`src/rtl/cpu_if.sv`:
```
// Load/run control and observation bus of the cpu core.
// The bench drives it through master and the core through slave.
interface cpu_if;
    logic       ins_write;
    logic       ins_read;
    logic [7:0] instruction_write_data;
    logic [7:0] pc;
    logic [7:0] instruction;
    logic [7:0] alu_result;
    logic [7:0] flag;

    modport master (
        output ins_write, ins_read, instruction_write_data,
        input  pc, instruction, alu_result, flag
    );

    modport slave (
        input  ins_write, ins_read, instruction_write_data,
        output pc, instruction, alu_result, flag
    );
endinterface

```
`src/rtl/cpu.sv`:
```
// 8-bit register CPU: byte-serial program load into a 256x8 memory,
// then two-state fetch/execute over R0-R3 with Z/C/N/V/halted flags.
//
// state | meaning
// EXEC  | instruction = mem[pc]; one-byte ops execute, two-byte ops latch opcode
// IMM   | instruction = latched opcode, mem[pc] supplies the immediate
module cpu (
    input  logic clk,
    input  logic reset,
    cpu_if.slave bus
);
    typedef enum logic {EXEC, IMM} state_t;

    state_t     state;
    state_t     next_state;
    logic [7:0] mem [256];
    logic [7:0] regs [4];
    logic [7:0] pc, opcode_q, alu_q, flag_q;

    logic [7:0] ins, imm, rd_v, rs_v, res, next_pc;
    logic [8:0] tmp;
    logic       c_out, v_out, wr, upd_res, set_halt, latch, cond_ok;

    assign bus.pc          = pc;
    assign bus.instruction = ins;
    assign bus.alu_result  = alu_q;
    assign bus.flag        = flag_q;

    always_comb begin
        ins        = (state == IMM) ? opcode_q : mem[pc];
        imm        = mem[pc];
        rd_v       = regs[ins[3:2]];
        rs_v       = regs[ins[1:0]];
        tmp        = 9'd0;
        res        = 8'h00;
        c_out      = 1'b0;
        v_out      = 1'b0;
        wr         = 1'b0;
        upd_res    = 1'b0;
        set_halt   = 1'b0;
        latch      = 1'b0;
        cond_ok    = 1'b0;
        next_pc    = pc + 8'd1;
        next_state = EXEC;

        case (ins[3:2])
            2'b00:   cond_ok = 1'b1;
            2'b01:   cond_ok = flag_q[0];
            2'b10:   cond_ok = flag_q[1];
            default: cond_ok = !flag_q[0];
        endcase

        if (state == IMM) begin
            case (ins[5:4])
                2'b00: begin
                    res     = imm;
                    wr      = 1'b1;
                    upd_res = 1'b1;
                end
                2'b01: begin
                    tmp     = {1'b0, rd_v} + {1'b0, imm};
                    res     = tmp[7:0];
                    c_out   = tmp[8];
                    v_out   = (rd_v[7] == imm[7]) && (res[7] != rd_v[7]);
                    wr      = 1'b1;
                    upd_res = 1'b1;
                end
                default: begin
                    if (cond_ok)
                        next_pc = imm;
                end
            endcase
        end else begin
            case (ins[7:6])
                2'b00: begin
                    wr      = 1'b1;
                    upd_res = 1'b1;
                    case (ins[5:4])
                        2'b00: begin
                            tmp   = {1'b0, rd_v} + {1'b0, rs_v};
                            res   = tmp[7:0];
                            c_out = tmp[8];
                            v_out = (rd_v[7] == rs_v[7]) && (res[7] != rd_v[7]);
                        end
                        2'b01: begin
                            tmp   = {1'b0, rd_v} - {1'b0, rs_v};
                            res   = tmp[7:0];
                            c_out = tmp[8];
                            v_out = (rd_v[7] != rs_v[7]) && (res[7] != rd_v[7]);
                        end
                        2'b10:   res = rd_v & rs_v;
                        default: res = rd_v | rs_v;
                    endcase
                end
                2'b01: begin
                    // CMP shares the subtract path but never writes Rd
                    upd_res = 1'b1;
                    wr      = (ins[5:4] != 2'b11);
                    case (ins[5:4])
                        2'b00:   res = rd_v ^ rs_v;
                        2'b01:   res = rs_v;
                        2'b10:   res = ~rs_v;
                        default: begin
                            tmp   = {1'b0, rd_v} - {1'b0, rs_v};
                            res   = tmp[7:0];
                            c_out = tmp[8];
                            v_out = (rd_v[7] != rs_v[7]) && (res[7] != rd_v[7]);
                        end
                    endcase
                end
                2'b10: begin
                    wr      = 1'b1;
                    upd_res = 1'b1;
                    case (ins[5:4])
                        2'b00: begin
                            res   = {rd_v[6:0], 1'b0};
                            c_out = rd_v[7];
                        end
                        2'b01: begin
                            res   = {1'b0, rd_v[7:1]};
                            c_out = rd_v[0];
                        end
                        2'b10: begin
                            tmp   = {1'b0, rd_v} + 9'd1;
                            res   = tmp[7:0];
                            c_out = tmp[8];
                            v_out = (res == 8'h80);
                        end
                        default: begin
                            tmp   = {1'b0, rd_v} - 9'd1;
                            res   = tmp[7:0];
                            c_out = tmp[8];
                            v_out = (res == 8'h7F);
                        end
                    endcase
                end
                default: begin
                    if (ins[5:4] == 2'b11) begin
                        set_halt = 1'b1;
                        next_pc  = pc;
                    end else begin
                        latch      = 1'b1;
                        next_state = IMM;
                    end
                end
            endcase
        end
    end

    always_ff @(posedge clk or posedge reset) begin
        if (reset) begin
            state    <= EXEC;
            pc       <= 8'h00;
            opcode_q <= 8'h00;
            alu_q    <= 8'h00;
            flag_q   <= 8'h00;
            for (int i = 0; i < 4; i++)
                regs[i] <= 8'h00;
        end else if (bus.ins_write) begin
            pc    <= pc + 8'd1;
            state <= EXEC;
        end else if (bus.ins_read && !flag_q[4]) begin
            if (wr)
                regs[ins[3:2]] <= res;
            if (upd_res) begin
                alu_q  <= res;
                flag_q <= {4'b0000, v_out, res[7], c_out, (res == 8'h00)};
            end
            if (set_halt)
                flag_q[4] <= 1'b1;
            if (latch)
                opcode_q <= ins;
            pc    <= next_pc;
            state <= next_state;
        end
    end

    // Program memory is never reset so a reset pulse can rewind pc over a loaded program
    always_ff @(posedge clk) begin
        if (bus.ins_write)
            mem[pc] <= bus.instruction_write_data;
    end
endmodule

```
`src/flat_wrapper.sv`:
```
// flat-port wrapper written by rule: the top's interface ports become plain ports
module cpu_flat 
  (clk, reset, bus_ins_write, bus_ins_read, bus_instruction_write_data, bus_pc, bus_instruction, bus_alu_result, bus_flag);
  cpu_if bus_i ();
  input  logic clk;
  input  logic reset;
  input wire logic [$bits(bus_i.ins_write)-1:0] bus_ins_write;
  input wire logic [$bits(bus_i.ins_read)-1:0] bus_ins_read;
  input wire logic [$bits(bus_i.instruction_write_data)-1:0] bus_instruction_write_data;
  output wire logic [$bits(bus_i.pc)-1:0] bus_pc;
  output wire logic [$bits(bus_i.instruction)-1:0] bus_instruction;
  output wire logic [$bits(bus_i.alu_result)-1:0] bus_alu_result;
  output wire logic [$bits(bus_i.flag)-1:0] bus_flag;
  assign bus_i.ins_write = bus_ins_write;
  assign bus_i.ins_read = bus_ins_read;
  assign bus_i.instruction_write_data = bus_instruction_write_data;
  assign bus_pc = bus_i.pc;
  assign bus_instruction = bus_i.instruction;
  assign bus_alu_result = bus_i.alu_result;
  assign bus_flag = bus_i.flag;
  cpu u_core (.clk(clk), .reset(reset), .bus(bus_i));
endmodule
```
`config.mk`:
```
export PLATFORM = sky130hd
export DESIGN_NAME = cpu_flat
export DESIGN_NICKNAME = d
export VERILOG_FILES = /design/src/rtl/cpu_if.sv /design/src/rtl/cpu.sv /design/src/flat_wrapper.sv
export SDC_FILE = /design/constraint.sdc
export NUM_CORES = 2
export LEC_CHECK = 0
export ABC_AREA = 0
export CORE_ASPECT_RATIO = 0.7
export CORE_UTILIZATION = 35
export CTS_CLUSTER_DIAMETER = 30
export DETAILED_ROUTE_END_ITERATION = 10
export PLACE_DENSITY_LB_ADDON = 0.1
export SLEW_MARGIN = 40
export SYNTH_ARGS = -nofsm -noshare
export SYNTH_HDL_FRONTEND = slang
export SYNTH_SLANG_ARGS = --single-unit
```
`constraint.sdc`:
```
create_clock -name clk -period 12.1 [get_ports clk]
set_input_delay 2.42 -clock clk [delete_from_list [all_inputs] [get_ports clk]]
set_output_delay 2.42 -clock clk [all_outputs]
set_load 0.01 [all_outputs]
```
==> impl_metrics.ini <==
[critical_path]
required_ns = 9.68
end_kind = primary output
critical_path.max_fanout = 70
startpoint_type = register
critPathKind = register to primary output
r2r_setup_slack_ns = 3.17
arrival_ns = 6.84

[global_routing]
use_met3_pct = 4.60
grt_pass1_wl_mm = 373
grt_util_all_layers_pct = 21.3
grt_util_met2_pct = 29.8
top_usage_layer = met1
grt_pass1_vias = 45439
antenna_found_initial = 8
met1_usage_pct = 33.4
grt_max_degree = 156
grt_remaining_overflow = 0

[placement]
dp_worst_setup_slack_ns = 3.39
place_congestion = 0.857
dp_cells = 7523
post-dp-hpwl_mm = 164
port_buffers = 40

[cts]
cts_buffers = 391
clk_pin_slew_ns = 0.05
h-tree-depth = 5
cts_tree = built
postCtsHoldBufs = 0
cts_resized = 0
cts-root-buf = clkbuf_16
cts_setup_buffers = 0
clock_latency_ns = 0.86
ctsLongestPathBuffers = 4
cts.sinks = 2109

[synthesis]
synthFlopType = edfxtp_1
ys_seq_area_share_pct = 73.5
yosys_warnings = 0
ys_ff_latch = 2109
ys_async_sr_fraction_pct = 2.89
syn_inst = 4416
syn_area_um2 = 85700
syn_area_per_cell_um2 = 19.4
synth.largest_area_cell = edfxtp_1
synthDistinctLibCells = 102
synth_edf_count = 2048
synthTopCellsByArea = edfxtp_1 72%, mux4_2 13%, mux2i_1 2.6%
yosysTopAreaCellShare_pct = 71.7

[timing]
fmax_mhz = 108
setup_tns_ns = 0
final_max_slew_viol_count = 0
slew_headroom_pct = 36.9
period_share_pct = 76.5
min_period_ns = 9.26
finalClockSkew_ns = 0.0614
fin_ws_ns = 2.84
setup_violations = 0
hold_viol = 0
rsz0062_at_grt = false
tightest_slew_ns = 0.937

[cells_and_area]
final_cells = 8253
synthToLayoutAreaGrowth_pct = 21.5
final_cell_mix = 2,048 x edfxtp_1, 502 x mux4_2, 397 x clkbuf_16
layout_commonest_cell = edfxtp_1
nets = 4751
drive_gt1_share_pct = 32.6

[power]
internal-power_uw = 19800
power.total_uw = 31800
combPwrFrac_pct = 38.2
p_leak_uw = 0.0335
power_density_nw_per_um2 = 305
p_clk_share_pct = 35.2
seqPwrFrac_pct = 26.6
power_switching_share_pct = 37.7
vdd_drop_max_uv = 229
switchingPower_uw = 12000

[detailed_routing]
vias = 45671
drc = 0
drtIter0Drc = 5213
avgRoutedWirePerCell_um = 32.2
routed_via_density = 5.53
wl_mm = 266
detail-route-antenna-nets = 0
drtPass1Iterations = 6

[floorplan]
initial_core_util_pct = 35.3
rows = 151
core_um2 = 243000
dieArea_um2 = 247000
ios = 44
fp.dieW_um = 594
die_h_um = 416

[worst_hold_path]
worstHoldPathType = register to register

[run_status]
status = complete, no violations

[run]
cap_violations = 0
-- routing by layer --
layer	part of all wire [%]	vias to the layer above
met5	0.015	-
met4	2.2	6
met3	7.3	408
met2	42	1669
met1	48	24676
li1	-	18912
-- kinds of logic (layout without fill, tap and decap cells) --
kind of cell	after synthesis	in the layout	share of synthesized area, %
DFF	2109	2109	73.5
muxes	764	764	16.4
and+or+nand+nor	700	700	3.52
AOI/OAI and AO/OA	444	444	3.61
buffers and inverters	337	958	2.22
adders and majority gates	33	33	0.496
xor gates and xnor gates	28	28	0.295
other	1	4	0.00437
-- path summary, 6_finish.rpt --
check	startpoint	endpoint	depth (start not counted)
worst max-delay path	u_core.bus.pc[0]	bus_instruction[4]	12
worst min-delay path	u_core.opcode_q[3]	u_core.opcode_q[3]	2
worst max register to register	u_core.bus.pc[0]	u_core.bus.flag[0]	23
worst min register to register	u_core.opcode_q[3]	u_core.opcode_q[3]	2
max in group asynchronous	reset	u_core.bus.pc[3]	3
min in group asynchronous	reset	u_core.bus.alu_result[3]	3
-- power by group through the flow --
stage / sequential [uW] / clock [uW] / combinational [uW]
after detailed placement: 8590 / 0 / 12000
after CTS: 8450 / 11300 / 12000
after floorplan: 8410 / 0 / 7640
after global placement: 8590 / 0 / 12000
after global routing: 8460 / 11700 / 12800
final: 8460 / 11200 / 12200
-- cell type report --
| class | count | area [um^2] |
|---|---|---|
| antenna | 1 | 2.50 |
| clock buffer | 434 | 10100 |
| clock inverter | 291 | 3500 |
| fill | 21058 | 139000 |
| inverter | 64 | 250 |
| multi-input combinational | 1972 | 21600 |
| sequential | 2109 | 63000 |
| tap | 3213 | 4020 |
| timing repair buffer | 169 | 1670 |
-- sequential cells by signal, summed over array words and instances, names as in the netlist --
signal	cells
u_core.mem	2048
u_core.bus.alu_result	7
u_core.bus.flag	5
u_core.regs	32
u_core.bus.pc	8
u_core.state	1
u_core.opcode_q	8
-- cells in the mapped netlist (54+ instances only) --
cell	n
o21ai_0	57
a21oi_1	100
clkbuf_1	92
mux2i_1	222
buf_2	65
edfxtp_1	2048
mux4_2	502
a22oi_1	65
nor2_1	336
dfrtp_1	61
inv_1	54
nand3_1	61
nand2_1	180
-- worst max-delay path: stages (launching register included) --
cell	delay, ns
dfrtp_4	0.67
buf_4	0.53
buf_12	0.52
mux4_2	0.61
mux2i_1	0.66
o32ai_1	0.32
a2111oi_1	0.40
nand4_1	0.17
nor4_2	0.31
buf_4	0.22
mux2_4	0.53
inv_4	0.28
clkdlybuf4s50_1	0.55
-- stage by stage --
step	area, um^2	hold WS, ns	utilization, %
floorplan	85800	0.450	-
global placement	89800	0.474	37.0
detailed placement	90400	0.470	37.2
CTS	104000	0.480	42.8
global route	104000	0.504	42.9
finish	104000	0.477	42.9
(Power assumes the default switching activity.)
